$ cat config.mk
export PLATFORM = sky130hd
export DESIGN_NAME = floo_ring_on_mesh_mcast_inject
export DESIGN_NICKNAME = d
export VERILOG_FILES = /design/src/rtl/floo_ring_on_mesh_mcast_inject_pkg.sv /design/src/rtl/floo_ring_mcast_replay_buf.sv /design/src/rtl/floo_ring_on_mesh_mcast_inject.sv
export SDC_FILE = /design/constraint.sdc
export NUM_CORES = 1
export LEC_CHECK = 0
export ABC_CLOCK_PERIOD_IN_PS = 7250
export CORE_ASPECT_RATIO = 1.4
export CORE_UTILIZATION = 55
export CTS_BUF_LIST = sky130_fd_sc_hd__clkbuf_2 sky130_fd_sc_hd__clkbuf_4 sky130_fd_sc_hd__clkbuf_8
export CTS_CLUSTER_DIAMETER = 200
export DETAILED_ROUTE_END_ITERATION = 10
export GPL_TIMING_DRIVEN = 0
export PLACE_DENSITY_LB_ADDON = 0.15
export SLEW_MARGIN = 25
export SYNTH_ARGS = -nofsm -noshare
export SYNTH_HDL_FRONTEND = slang
export SYNTH_SLANG_ARGS = --single-unit
$ cat constraint.sdc
create_clock -name clk_i -period 7.25 [get_ports clk_i]
set_input_delay 1.8125 -clock clk_i [delete_from_list [all_inputs] [get_ports clk_i]]
set_output_delay 1.8125 -clock clk_i [all_outputs]
set_load 0.05 [all_outputs]
$ cat src/rtl/floo_ring_on_mesh_mcast_inject_pkg.sv
// Shared types for the ring-on-mesh multicast injection encoder.
// Provides the default flit layout (header + payload) and the ring id type
// used by floo_ring_on_mesh_mcast_inject and its replay buffer.
//   ring_id_t   : ring position / destination id type
//   ring_mask_t : one bit per ring node, multicast destination mask
//   ring_hdr_t  : flit header carrying the fields the encoder rewrites
//   ring_flit_t : header plus opaque payload
package floo_ring_on_mesh_mcast_inject_pkg;

  localparam int unsigned DefaultRingNodes = 8;
  localparam int unsigned IdWidth          = 6;
  localparam int unsigned PayloadWidth     = 32;

  typedef logic [IdWidth-1:0]          ring_id_t;
  typedef logic [DefaultRingNodes-1:0] ring_mask_t;

  typedef struct packed {
    ring_id_t   dst_id;
    ring_id_t   src_id;
    logic       last;
    logic       ring_on_mesh_mcast;
    logic       up_down_traffic;
    ring_mask_t ring_on_mesh_dst_mask;
  } ring_hdr_t;

  typedef struct packed {
    ring_hdr_t                hdr;
    logic [PayloadWidth-1:0]  payload;
  } ring_flit_t;

endpackage

$ cat src/rtl/floo_ring_mcast_replay_buf.sv
// Replay buffer for the down copy of a two-direction multicast burst.
// Flits are written in order while the up copy streams out and read back in
// the same order afterwards. The read data comes straight from flops, so it
// is stable while the consumer stalls.
//   clk_i, rst_ni : clock, asynchronous active-low reset
//   clr_i         : return both pointers and the count to zero
//   wr_en_i       : store wr_data_i at the write pointer
//   wr_data_i     : flit to store
//   rd_en_i       : advance the read pointer
//   rd_data_o     : flit at the read pointer
//   count_o       : number of stored, not yet read flits
module floo_ring_mcast_replay_buf
  import floo_ring_on_mesh_mcast_inject_pkg::*;
#(
  parameter int unsigned Depth  = 4,
  parameter type         data_t = ring_flit_t
) (
  input  logic                         clk_i,
  input  logic                         rst_ni,
  input  logic                         clr_i,
  input  logic                         wr_en_i,
  input  data_t                        wr_data_i,
  input  logic                         rd_en_i,
  output data_t                        rd_data_o,
  output logic [$clog2(Depth+1)-1:0]   count_o
);

  localparam int unsigned PtrW = (Depth > 1) ? $clog2(Depth) : 1;
  localparam int unsigned CntW = $clog2(Depth + 1);
  localparam logic [PtrW-1:0] LastPtr = PtrW'(Depth - 1);

  data_t            mem_q [Depth];
  data_t            mem_d [Depth];
  logic [PtrW-1:0]  wr_ptr_q, wr_ptr_d;
  logic [PtrW-1:0]  rd_ptr_q, rd_ptr_d;
  logic [CntW-1:0]  cnt_q, cnt_d;

  // Pointer and storage update; a clear wins over any concurrent access so
  // the next burst always starts at entry 0.
  always_comb begin
    mem_d    = mem_q;
    wr_ptr_d = wr_ptr_q;
    rd_ptr_d = rd_ptr_q;
    cnt_d    = cnt_q;
    if (wr_en_i) begin
      mem_d[wr_ptr_q] = wr_data_i;
    end
    if (clr_i) begin
      wr_ptr_d = '0;
      rd_ptr_d = '0;
      cnt_d    = '0;
    end else begin
      if (wr_en_i) begin
        wr_ptr_d = (wr_ptr_q == LastPtr) ? '0 : wr_ptr_q + 1'b1;
      end
      if (rd_en_i) begin
        rd_ptr_d = (rd_ptr_q == LastPtr) ? '0 : rd_ptr_q + 1'b1;
      end
      cnt_d = cnt_q + CntW'(wr_en_i) - CntW'(rd_en_i);
    end
  end

  always_ff @(posedge clk_i or negedge rst_ni) begin
    if (!rst_ni) begin
      for (int i = 0; i < int'(Depth); i++) begin
        mem_q[i] <= '0;
      end
      wr_ptr_q <= '0;
      rd_ptr_q <= '0;
      cnt_q    <= '0;
    end else begin
      mem_q    <= mem_d;
      wr_ptr_q <= wr_ptr_d;
      rd_ptr_q <= rd_ptr_d;
      cnt_q    <= cnt_d;
    end
  end

  assign rd_data_o = mem_q[rd_ptr_q];
  assign count_o   = cnt_q;

endmodule

$ cat src/rtl/floo_ring_on_mesh_mcast_inject.sv
// Source-side multicast encoder for ring-on-mesh traffic. Sits between a
// chimney's outgoing flit stream and the router local port and turns each
// multicast burst into at most two ring traversals: an up copy addressed to
// the farthest up target and a down copy addressed to the farthest down
// target. Bursts needing both directions stream up while being captured and
// are then replayed down from a local buffer; the two copies never interleave.
//   clk_i, rst_ni     : clock, asynchronous active-low reset
//   ring_id_i         : this node's ring position (quasi-static)
//   valid_i/ready_o   : input flit handshake, data_i input flit
//   valid_o/ready_i   : output flit handshake to router, data_o output flit
//   drop_o            : pulse per accepted flit of a burst with no target
module floo_ring_on_mesh_mcast_inject
  import floo_ring_on_mesh_mcast_inject_pkg::*;
#(
  parameter int unsigned NumRingNodes = 8,
  parameter int unsigned BufDepth     = 4,
  parameter type         flit_t       = floo_ring_on_mesh_mcast_inject_pkg::ring_flit_t,
  parameter type         id_t         = floo_ring_on_mesh_mcast_inject_pkg::ring_id_t
) (
  input  logic  clk_i,
  input  logic  rst_ni,
  input  id_t   ring_id_i,
  input  logic  valid_i,
  output logic  ready_o,
  input  flit_t data_i,
  output logic  valid_o,
  input  logic  ready_i,
  output flit_t data_o,
  output logic  drop_o
);

  localparam int unsigned CntW = $clog2(BufDepth + 1);
  localparam logic [CntW-1:0] BufFull = CntW'(BufDepth);

  typedef enum logic [2:0] {
    StIdle,
    StBypass,
    StUpOnly,
    StDownOnly,
    StUpCapture,
    StReplay,
    StDrop
  } state_e;

  state_e state_q, state_d;
  state_e first_mode;
  state_e mode;

  logic [NumRingNodes-1:0] in_mask, up_mask, down_mask, out_mask;
  logic                    need_up, need_down;
  id_t                     up_tgt, down_tgt;
  id_t                     up_tgt_q, up_tgt_d;
  id_t                     down_tgt_q, down_tgt_d;
  id_t                     up_tgt_eff, down_tgt_eff;

  flit_t                   up_copy, down_copy, replay_copy;
  flit_t                   buf_rd_data;
  logic [CntW-1:0]         buf_count;
  logic                    buf_wr, buf_rd, buf_clr;
  logic                    in_hs;

  assign in_mask = data_i.hdr.ring_on_mesh_dst_mask;

  // Split the mask around our own position. The self bit feeds neither half
  // and is removed from every emitted copy. Up target is the highest set
  // index above us, down target the lowest set index below us.
  always_comb begin
    up_mask   = '0;
    down_mask = '0;
    out_mask  = in_mask;
    for (int i = 0; i < int'(NumRingNodes); i++) begin
      if (id_t'(i) > ring_id_i) begin
        up_mask[i] = in_mask[i];
      end else if (id_t'(i) < ring_id_i) begin
        down_mask[i] = in_mask[i];
      end else begin
        out_mask[i] = 1'b0;
      end
    end
    up_tgt = '0;
    for (int i = 0; i < int'(NumRingNodes); i++) begin
      if (up_mask[i]) begin
        up_tgt = id_t'(i);
      end
    end
    down_tgt = '0;
    for (int i = int'(NumRingNodes) - 1; i >= 0; i--) begin
      if (down_mask[i]) begin
        down_tgt = id_t'(i);
      end
    end
  end

  assign need_up   = |up_mask;
  assign need_down = |down_mask;

  // Mode a burst would take if data_i were its first flit.
  always_comb begin
    if (!data_i.hdr.ring_on_mesh_mcast) begin
      first_mode = StBypass;
    end else if (need_up && need_down) begin
      first_mode = StUpCapture;
    end else if (need_up) begin
      first_mode = StUpOnly;
    end else if (need_down) begin
      first_mode = StDownOnly;
    end else begin
      first_mode = StDrop;
    end
  end

  // IDLE handles the first flit in the mode it decodes to, using live
  // targets; later flits use the mode and targets latched at that handshake.
  assign mode         = (state_q == StIdle) ? first_mode : state_q;
  assign up_tgt_eff   = (state_q == StIdle) ? up_tgt     : up_tgt_q;
  assign down_tgt_eff = (state_q == StIdle) ? down_tgt   : down_tgt_q;

  always_comb begin
    up_copy                           = data_i;
    up_copy.hdr.ring_on_mesh_dst_mask = out_mask;
    up_copy.hdr.dst_id                = up_tgt_eff;
    up_copy.hdr.up_down_traffic       = 1'b1;

    down_copy                           = data_i;
    down_copy.hdr.ring_on_mesh_dst_mask = out_mask;
    down_copy.hdr.dst_id                = down_tgt_eff;
    down_copy.hdr.up_down_traffic       = 1'b0;

    replay_copy                     = buf_rd_data;
    replay_copy.hdr.dst_id          = down_tgt_q;
    replay_copy.hdr.up_down_traffic = 1'b0;
  end

  // State register together with the per-burst latched targets.
  always_ff @(posedge clk_i or negedge rst_ni) begin
    if (!rst_ni) begin
      state_q    <= StIdle;
      up_tgt_q   <= '0;
      down_tgt_q <= '0;
    end else begin
      state_q    <= state_d;
      up_tgt_q   <= up_tgt_d;
      down_tgt_q <= down_tgt_d;
    end
  end

  assign in_hs = valid_i && ready_o;

  // Next-state logic. A single-flit burst stays in IDLE unless it still owes
  // a down copy, in which case it goes straight to REPLAY.
  always_comb begin
    state_d    = state_q;
    up_tgt_d   = up_tgt_q;
    down_tgt_d = down_tgt_q;
    case (state_q)
      StIdle: begin
        if (in_hs) begin
          up_tgt_d   = up_tgt;
          down_tgt_d = down_tgt;
          if (data_i.hdr.last) begin
            state_d = (first_mode == StUpCapture) ? StReplay : StIdle;
          end else begin
            state_d = first_mode;
          end
        end
      end
      StBypass, StUpOnly, StDownOnly, StDrop: begin
        if (in_hs && data_i.hdr.last) begin
          state_d = StIdle;
        end
      end
      StUpCapture: begin
        if (in_hs && data_i.hdr.last) begin
          state_d = StReplay;
        end
      end
      StReplay: begin
        if (ready_i && buf_rd_data.hdr.last) begin
          state_d = StIdle;
        end
      end
      default: state_d = StIdle;
    endcase
  end

  // Output logic. Streaming modes are a combinational pass-through with the
  // header rewritten; REPLAY holds off the input while draining the buffer.
  // drop_o is forced low while reset is asserted.
  always_comb begin
    valid_o = valid_i;
    ready_o = ready_i;
    data_o  = data_i;
    drop_o  = 1'b0;
    buf_wr  = 1'b0;
    buf_rd  = 1'b0;
    buf_clr = 1'b0;
    case (mode)
      StUpOnly: begin
        data_o = up_copy;
      end
      StDownOnly: begin
        data_o = down_copy;
      end
      StUpCapture: begin
        data_o = up_copy;
        buf_wr = valid_i && ready_i;
      end
      StDrop: begin
        valid_o = 1'b0;
        ready_o = 1'b1;
        drop_o  = valid_i && rst_ni;
      end
      StReplay: begin
        valid_o = 1'b1;
        ready_o = 1'b0;
        data_o  = replay_copy;
        buf_rd  = ready_i;
        buf_clr = ready_i && buf_rd_data.hdr.last;
      end
      default: begin
        data_o = data_i;
      end
    endcase
  end

  floo_ring_mcast_replay_buf #(
    .Depth  (BufDepth),
    .data_t (flit_t)
  ) i_replay_buf (
    .clk_i     (clk_i),
    .rst_ni    (rst_ni),
    .clr_i     (buf_clr),
    .wr_en_i   (buf_wr),
    .wr_data_i (up_copy),
    .rd_en_i   (buf_rd),
    .rd_data_o (buf_rd_data),
    .count_o   (buf_count)
  );

  // A burst longer than the buffer would overwrite flits not yet replayed.
  assert property (@(posedge clk_i) disable iff (!rst_ni)
                   !(buf_wr && (buf_count == BufFull)));

endmodule

; ---- Yosys cells after proc, flatten, opt, wreduce, memory -nomap -nowiden
; Index checks and enable logic that the tools add are counted.
[word_totals]
reg_bits = 239
in_bits = 65
output_inout_bits = 58
word_cells = 170
[classes]
n_addsub = 2
magnitude_cmp = 19
n_eq_ne = 18
n_mux = 80
bitwise_logic = 2
n_reduce_logical = 16
[ops]
columns = cell, n
row1 = bitwise mux 220 bit, 1
row2 = one-hot mux 55 bit (3 select lines), 1
row3 = binary-select mux 55 bit (select 2 bit), 1
row4 = demux 55 bit (select 2 bit), 1
row5 = 2-to-1 mux 49 bit, 2
row6 = 2-to-1 mux 6 bit, 15
row7 = 2-to-1 mux 55 bit, 1
row8 = 2-to-1 mux 1 bit, 37
row9 = 2-to-1 mux 3 bit, 12
row10 = greater-than comparator 3 x 6 -> 1 bit (first input constant), 4
row11 = less-than comparator 3 x 6 -> 1 bit (first input constant), 4
row12 = equality test 3 bit (second input constant), 7
row13 = OR reduction 8 bit, 2
row14 = equality test 3 x 2 -> 1 bit (second input constant), 4
row15 = greater-than comparator 1 x 6 -> 1 bit (first input constant), 2
row16 = greater-than comparator 2 x 6 -> 1 bit (first input constant), 2
row17 = less-than comparator 1 x 6 -> 1 bit (first input constant), 2
row18 = less-than comparator 2 x 6 -> 1 bit (first input constant), 2
row19 = 2-to-1 mux 2 bit, 6
row20 = one-hot mux 3 bit (4 select lines), 1
row21 = != test 2 bit (second input constant), 4
row22 = logical AND 1 bit, 7
row23 = >= comparator 3 bit (second input constant), 2
row24 = NOT 2 -> 3 bit, 2
row25 = other kinds (11), 15

; ---- Depth between registers and ports, before layout
; Gate-level depths: netlist of the first run.
[logic_depth]
depth_word = 15
mapped_depth = 16
ltp_nobuf = 12

; ---- Modules after synthesis
; From an unflattened synthesis of the first run, not the netlist that was laid out.
[hier_totals]
cells_unflattened = 850
area_unflattened_um2 = 11971.5
[modules_own_cells]
columns = module, instances, cells_each, area_each_um2, seq_area_each_um2
row1 = floo_ring_mcast_replay_buf, 1, 565, 9862.0, 5680.4
row2 = floo_ring_on_mesh_mcast_inject, 1, 285, 2109.5, 225.2

; ---- Least setup slack after synthesis of the first run
; OpenSTA, ideal clock, no wires.
[synth_path]
kind = input to output
from = in ring_id_i[3] (netlist name)
to = out drop_o
arrival_ns = 5.342
t_required_ns = 5.438
path_slack_ns = 0.095
cell_stages = 10
n_path_buf = 1
path_cell_list = or4_1 buf_2 o31ai_4 nand2_2 nor2_1 nand2_1 ha_1 and4bb_1 nor2_1 nor4bb_1
[synth_between]
elab_chain_cells = 11
elab_cells_between_ends = 50
cone_classes = 16 x order compare / 1 x eq/ne / 30 x mux / 3 x reduce/logical
[synth_lines]
columns = item, line_no
row1 = from (decl), floo_ring_on_mesh_mcast_inject.sv:22  ; input id_t ring_id_i,
row2 = less-than comparator 1 x 6 -> 1 bit (tied with other cells), floo_ring_on_mesh_mcast_inject.sv:74  ; end else if (id_t'(i) < ring_id_i) begin
row3 = 2-to-1 mux 1 bit, floo_ring_on_mesh_mcast_inject.sv:74
row4 = 2-to-1 mux 1 bit, floo_ring_on_mesh_mcast_inject.sv:72  ; if (id_t'(i) > ring_id_i) begin
row5 = OR reduction 8 bit, floo_ring_on_mesh_mcast_inject.sv:95  ; assign need_down = |down_mask;
row6 = 2-to-1 mux 3 bit, floo_ring_on_mesh_mcast_inject.sv:105  ; end else if (need_down) begin
row7 = 2-to-1 mux 3 bit, floo_ring_on_mesh_mcast_inject.sv:103  ; end else if (need_up) begin
row8 = 2-to-1 mux 3 bit *, floo_ring_on_mesh_mcast_inject.sv:101  ; end else if (need_up && need_down) begin
row9 = 2-to-1 mux 3 bit *, floo_ring_on_mesh_mcast_inject.sv:99  ; if (!data_i.hdr.ring_on_mesh_mcast) begin
row10 = 2-to-1 mux 3 bit *, floo_ring_on_mesh_mcast_inject.sv:114  ; assign mode = (state_q == StIdle) ? first_mode : state_q;
row11 = equality test 3 bit *, floo_ring_on_mesh_mcast_inject.sv:197  ; case (mode)
row12 = 2-to-1 mux 1 bit *, floo_ring_on_mesh_mcast_inject.sv:197
row13 = to (decl), floo_ring_on_mesh_mcast_inject.sv:29  ; output logic drop_o
; Every way passes the cells marked *; elsewhere a longest branch is shown, timed or not.

==> flow_summary.json, run 1 <==
{
  "status": "finished clean",
  "drt.antenna.violating_nets": 0,
  "r2r_cells": 7,
  "critPathKind": "input port to output port",
  "cts_tree": "done",
  "hp-class": "flip-flop to flip-flop",
  "first_global_vias": 8140,
  "clock_sinks": 205,
  "setup_ws_ns": 0.1298,
  "synthCells": 791,
  "cts_inserted_buffers": 34,
  "leakage_nw": 6.410,
  "synth_top_cell_by_area": "dfrtp_1",
  "multi_input_area_um2": 5431,
  "r2r_slack_ns": 4.93,
  "portBuffers": 121,
  "pwr-share-seq_pct": 34.2,
  "p_comb_share_pct": 38.0,
  "clock_path_buffers": 3,
  "power.internal_mw": 2.421,
  "min_period_ns": 7.120,
  "utilization_pct": 68.43,
  "setup_viol": 0,
  "drt_first_pass_iters": 5,
  "synth-async-reset-ratio_pct": 100.0,
  "fin_cells": 1231,
  "via_per_inst": 6.031,
  "dieHeight_um": 168.6,
  "fp.dieW_um": 121.0,
  "ioPinCount": 123,
  "crit_required_ns": 5.44,
  "switchingPower_mw": 1.402,
  "min_path_cells": 2,
  "pwr-share-clk_pct": 27.8,
  "drt_wl_total_um": 27970,
  "htree_levels": 2,
  "synthTopCellsByCount": "dfrtp_1 (205), mux2_2 (104), mux2_4 (72), nand2_1 (53), o21ai_0 (49)",
  "start_util_pct": 56.49,
  "tightestPinTransition_ns": 0.8513,
  "syn2layout_area_growth_pct": 21.13,
  "swShare_pct": 36.67,
  "power_mw": 3.823,
  "drive_gt1_share_pct": 43.74,
  "avgSynthCellArea_um2": 13.78,
  "fmax_ghz": 0.1404,
  "rows": 60,
  "seq_area_frac_synth_pct": 47.07,
  "vdd_drop_max_v": 0.0002005,
  "power_density_nw_per_um2": 289.5,
  "ctsHoldBuffers": 0,
  "hold_violations": 0,
  "place_inst": 1162,
  "grt_pass1_wl_um": 44080,
  "yosysMostFrequentCell": "dfrtp_1",
  "antenna_found_initial": 0,
  "slew_headroom_pct": 43.24,
  "nets": 1032,
  "synth_ff_type": "dfrtp_1",
  "root_buffer": "clkbuf_8",
  "synth_cell_types": 73,
  "core_um2": 19290,
  "clock_latency_ns": 0.52,
  "synth-seq-cells": 205,
  "grt_max_degree": 103,
  "overflow": 0,
  "critPathCaptureType": "output port",
  "cts.clk_slew.worst_paths_ns": 0.06,
  "fillers": 1389,
  "arrival_ns": 5.31,
  "grtUsageTotal_pct": 28.46,
  "synth_edf_count": 0,
  "worstPathMaxFanout": 10,
  "synth_top_area_share_pct": 47.07,
  "maxCapViolations": 0,
  "fin_crit_sh_pct": 98.21,
  "syn-num-nets": 863,
  "wire_per_inst_um": 22.72,
  "dp_slack_ns": -1.010,
  "synthTopCellsByArea": "dfrtp_1 (47%), mux2_2 (11%), mux2_4 (9.9%)",
  "regArea_um2": 5130,
  "route.detailed.drc": 0,
  "drt_iter0_markers": 475,
  "drv_slew": 0,
  "yosysWarningCount": 0,
  "via_count": 7424,
  "die_area_um2": 20390,
  "gp_congestion": 0.8669,
  "start_kind": "input port",
  "dpl.hpwl_um": 19420,
  "syn_area_um2": 10900,
  "diodes": 0,
  "clock-skew-final_ns": 0.02254
}
[cell families (layout without fill, tap and decap cells)]
group / after synthesis / count (layout) / share of synthesized area, %
AO/OA/AOI/OAI: 118 / 118 / 7.359
XOR/XNOR: 2 / 2 / 0.1607
adder cells (fa/ha/maj): 7 / 7 / 0.8035
buffers and inverters: 71 / 263 / 3.914
flip-flops: 205 / 205 / 47.07
multiplexers: 267 / 267 / 34.89
AND/OR/NAND/NOR: 121 / 121 / 5.809
[power groups by stage]
stage               Sequential [mW]  Clock [mW]  Combinational, mW
floorplan                      1.30           0               1.01
global placement               1.31           0               1.42
global route                   1.32        1.14               1.54
CTS                            1.31        1.09               1.45
detailed placement             1.32           0               1.45
finish                         1.31        1.06               1.45
[metrics by stage]
step / setup TNS [ns] / area (um^2) / hold WS (ns)
floorplan: 0 / 10900 / 0.4446
global placement: -759.02 / 12420 / 0.4568
detailed placement: -51.04 / 12480 / 0.4735
CTS: 0 / 13160 / 0.4873
global route: -0.01255 / 13200 / 0.5070
finish: 0 / 13200 / 0.4814
[worst max-delay path, cell delays in order]
cell,delay [ns]
clkdlybuf4s50_1,0.51
or4_4,0.46
buf_6,0.16
o31ai_4,0.27
nand2_2,0.11
nor2_4,0.11
nand2_2,0.08
ha_4,0.19
nand2b_1,0.27
a21oi_4,0.30
buf_4,0.26
mux2i_1,0.20
nand2_1,0.07
o211ai_1,0.09
clkdlybuf4s15_2,0.40
[layer usage]
layer | vias up | global-route usage (%) | share of wire (%)
li1 | 3281 | - | -
met1 | 3836 | 33.00 | 38
met2 | 231 | 51.28 | 53
met3 | 76 | 4.481 | 4.9
met4 | 0 | 12.88 | 3.8
met5 | - | 0 | 0
[flip-flops by register name (all words and copies together), names as in the netlist]
name,cells
i_replay_buf.rd_ptr_q,2
i_replay_buf.mem_q,192
up_tgt_q,3
down_tgt_q,3
i_replay_buf.wr_ptr_q,2
state_q,3
[path summary, 6_finish.rpt]
path / from / to
worst max-delay path: ring_id_i[5] / data_o[37]
worst min-delay path: i_replay_buf.mem_q[94] / i_replay_buf.mem_q[94]
worst max register to register: state_q[1] / i_replay_buf.mem_q[97]
worst min register to register: i_replay_buf.mem_q[94] / i_replay_buf.mem_q[94]
max in group asynchronous: rst_ni / i_replay_buf.mem_q[125]
min in group asynchronous: rst_ni / state_q[1]
[final cells by class]
cell class	instances	area share (%)
Tap cell	248	2.350
Buffer	54	3.023
Clock buffer	51	4.843
Timing Repair Buffer	134	8.747
Clock inverter	8	0.5876
Inverter	16	0.4549
Multi-Input combinational cell	515	41.14
Sequential cell	205	38.86
[placed cells by master, fill, tap and decap left out, drive strengths merged, types with 12 or more instances in the layout]
cell,instances
mux2,207
dfrtp,205
buf,106
clkbuf,60
clkdlybuf4s50,59
nand2,54
o21ai,51
mux4,48
nor2,19
inv,17
a21oi,17
mux2i,12
[what timing repair did]
| item | CTS | global route |
|---|---|---|
| endpoints found under the setup margin | 58 | 58 |
| buffers inserted | 9 | 2 |
| pin swaps | 5 | 3 |
| gates resized for setup | 281 | 21 |
(Power assumes the default switching activity.)
==> run 2, diff against run 1 <==
--- a/config.mk
+++ b/config.mk
@@ -13,6 +13,7 @@
 export DETAILED_ROUTE_END_ITERATION = 10
 export GPL_TIMING_DRIVEN = 0
 export PLACE_DENSITY_LB_ADDON = 0.15
+export SKIP_CTS_REPAIR_TIMING = 1
 export SLEW_MARGIN = 25
 export SYNTH_ARGS = -nofsm -noshare
 export SYNTH_HDL_FRONTEND = slang
==> run 2 against run 1 <==
Compared with the run above: combinational power about the same; first-iteration DRC count increased by 15%; routed wire length about the same; utilization decreased by 0.071 points; critical path depth unchanged; clock power about the same; total power decreased by 0.25%; sequential power about the same; register-to-register slack about the same; clock-buffer cell count unchanged; via count increased by 0.58%; worst setup slack got worse by 0.023 ns; largest cell class unchanged; largest power group unchanged.
==> flow_summary.json, run 2 (synthesized netlist as in run 1, its figures left out) <==
{
  "status": "finished clean",
  "setup_viol": 0,
  "route.detailed.drc": 0,
  "htree_levels": 2,
  "pwr-share-clk_pct": 27.8,
  "switchingPower_mw": 1.399,
  "layout_commonest_cell": "dfrtp_1",
  "gp_congestion": 0.8669,
  "die_area_um2": 20390,
  "clock_latency_ns": 0.52,
  "hp-class": "flip-flop to flip-flop",
  "p_comb_share_pct": 37.9,
  "grt_max_degree": 103,
  "critPathCaptureType": "output port",
  "r2r_slack_ns": 4.92,
  "clock_sinks": 205,
  "min_path_cells": 2,
  "fillers": 1388,
  "clock-skew-final_ns": 0.02193,
  "portBuffers": 121,
  "layout_common_cells": "dfrtp_1 (205), mux2_2 (104), mux2_4 (72), clkdlybuf4s50_1 (58), nand2_1 (52)",
  "wire_per_inst_um": 22.75,
  "r2r_start": "state_q[2]",
  "path_buf_inv": 5,
  "fp.dieW_um": 121.0,
  "r2r_cells": 7,
  "power_density_nw_per_um2": 289.1,
  "dpl.hpwl_um": 19420,
  "fin_crit_sh_pct": 98.53,
  "overflow": 0,
  "leakage_nw": 6.519,
  "drv_slew": 0,
  "cp_top_family": "simple AND/OR/NAND/NOR gates",
  "grt_pass1_wl_um": 43970,
  "swShare_pct": 36.68,
  "syn2layout_area_growth_pct": 21.01,
  "start_kind": "input port",
  "min_from": "i_replay_buf.mem_q[94]",
  "drt_wl_total_um": 27980,
  "via_per_inst": 6.071,
  "cts.clk_slew.worst_paths_ns": 0.06,
  "hold_violations": 0,
  "finalInstanceArea_um2": 13190,
  "regArea_um2": 5130,
  "holdWs_ns": 0.4822,
  "drt_first_pass_iters": 5,
  "grtUsageTotal_pct": 28.32,
  "slowest_stage": "or4_4",
  "dieHeight_um": 168.6,
  "drive_gt1_share_pct": 43.08,
  "ioPinCount": 123,
  "reg2reg_to": "i_replay_buf.mem_q[97]",
  "maxCapViolations": 0,
  "antenna_found_initial": 0,
  "largest_reg_flops": 192,
  "first_global_vias": 8150,
  "cts_tree": "done",
  "nets": 1031,
  "drt.antenna.violating_nets": 0,
  "drt_iter0_markers": 547,
  "holdPathEnd": "i_replay_buf.mem_q[94]",
  "cts_inserted_buffers": 34,
  "core_um2": 19290,
  "clock_path_buffers": 3,
  "rows": 60,
  "tightestPinTransition_ns": 0.8552,
  "root_buffer": "clkbuf_8",
  "slew_headroom_pct": 42.99,
  "max_stage_delay_ns": 0.52,
  "vdd_drop_max_v": 0.0002000,
  "largest-register": "i_replay_buf.mem_q",
  "start_util_pct": 56.49,
  "multi_input_area_um2": 5423,
  "critPathKind": "input port to output port",
  "arrival_ns": 5.33,
  "path_cells": "clkdlybuf4s50_1 -> or4_4 -> buf_6 -> o31ai_4 -> nand2_2 -> nor2_4 -> nand2_2 -> ha_4 -> and4b_1 -> o21ai_4 -> nor2_4 -> buf_12 -> buf_6 -> mux2_1 -> clkbuf_2",
  "crit_required_ns": 5.44,
  "power.internal_mw": 2.414,
  "diodes": 0,
  "fmax_ghz": 0.1400,
  "min_period_ns": 7.143,
  "via_count": 7467,
  "place_area_um2": 12480,
  "worstPathMaxFanout": 10,
  "pwr-share-seq_pct": 34.3
}
-- run 2: worst max-delay path by stage --
stage                 start         end  slack (ns)  depth (start not counted)
3_3_place_gp         rst_ni      drop_o       -4.56                          3
4_1_cts        ring_id_i[3]   data_o[9]       -1.03                         14
6_report       ring_id_i[2]  data_o[31]        0.11                         15
2_1_floorplan  ring_id_i[3]      drop_o         0.1                         10
5_1_grt        ring_id_i[2]  data_o[34]      -0.004                         15
3_5_place_dp   ring_id_i[3]   data_o[0]       -1.01                         12
-- run 2: final cells by class --
type                            count  share of cell area (%)
Clock inverter                      8                  0.5882
Multi-Input combinational cell    515                   41.12
Buffer                             54                   2.941
Timing Repair Buffer              133                   8.804
Inverter                           16                  0.4554
Clock buffer                       51                   4.848
Sequential cell                   205                   38.90
Tap cell                          248                   2.353
-- run 2: layer usage --
layer | track usage [%] | vias to the layer above | routed length [um]
li1 | - | 3278 | -
met1 | 33.07 | 3855 | 10530
met2 | 50.81 | 262 | 15020
met3 | 4.515 | 72 | 1474
met4 | 12.61 | 0 | 962
met5 | 0 | - | 0
-- run 2: through the flow --
step	utilization, %	TNS, ns	setup slack (ns)	total power [mW]	cells
4_1_cts	68.40	-52.50	-1.034	3.845	1221
6_report	68.36	0	0.1067	3.813	1230
3_3_place_gp	64.38	-759.02	-4.557	2.734	1160
5_1_grt	68.36	-0.004304	-0.004304	3.990	1230
2_1_floorplan	-	0	0.09504	2.316	791
3_5_place_dp	64.69	-51.04	-1.010	2.773	1162
-- run 2: power by group through the flow --
| stage | Sequential, mW | Clock [mW] | Combinational (mW) |
|---|---|---|---|
| finish | 1.31 | 1.06 | 1.44 |
| global route | 1.32 | 1.14 | 1.53 |
| CTS | 1.31 | 1.09 | 1.45 |
| detailed placement | 1.32 | 0 | 1.45 |
| global placement | 1.31 | 0 | 1.42 |
| floorplan | 1.30 | 0 | 1.01 |
-- run 2: tightest hold or removal path, cell delays in order (launching register included) --
cell and delay [ns]:
dfrtp_1 0.33, nand2_1 0.05, o21ai_0 0.06
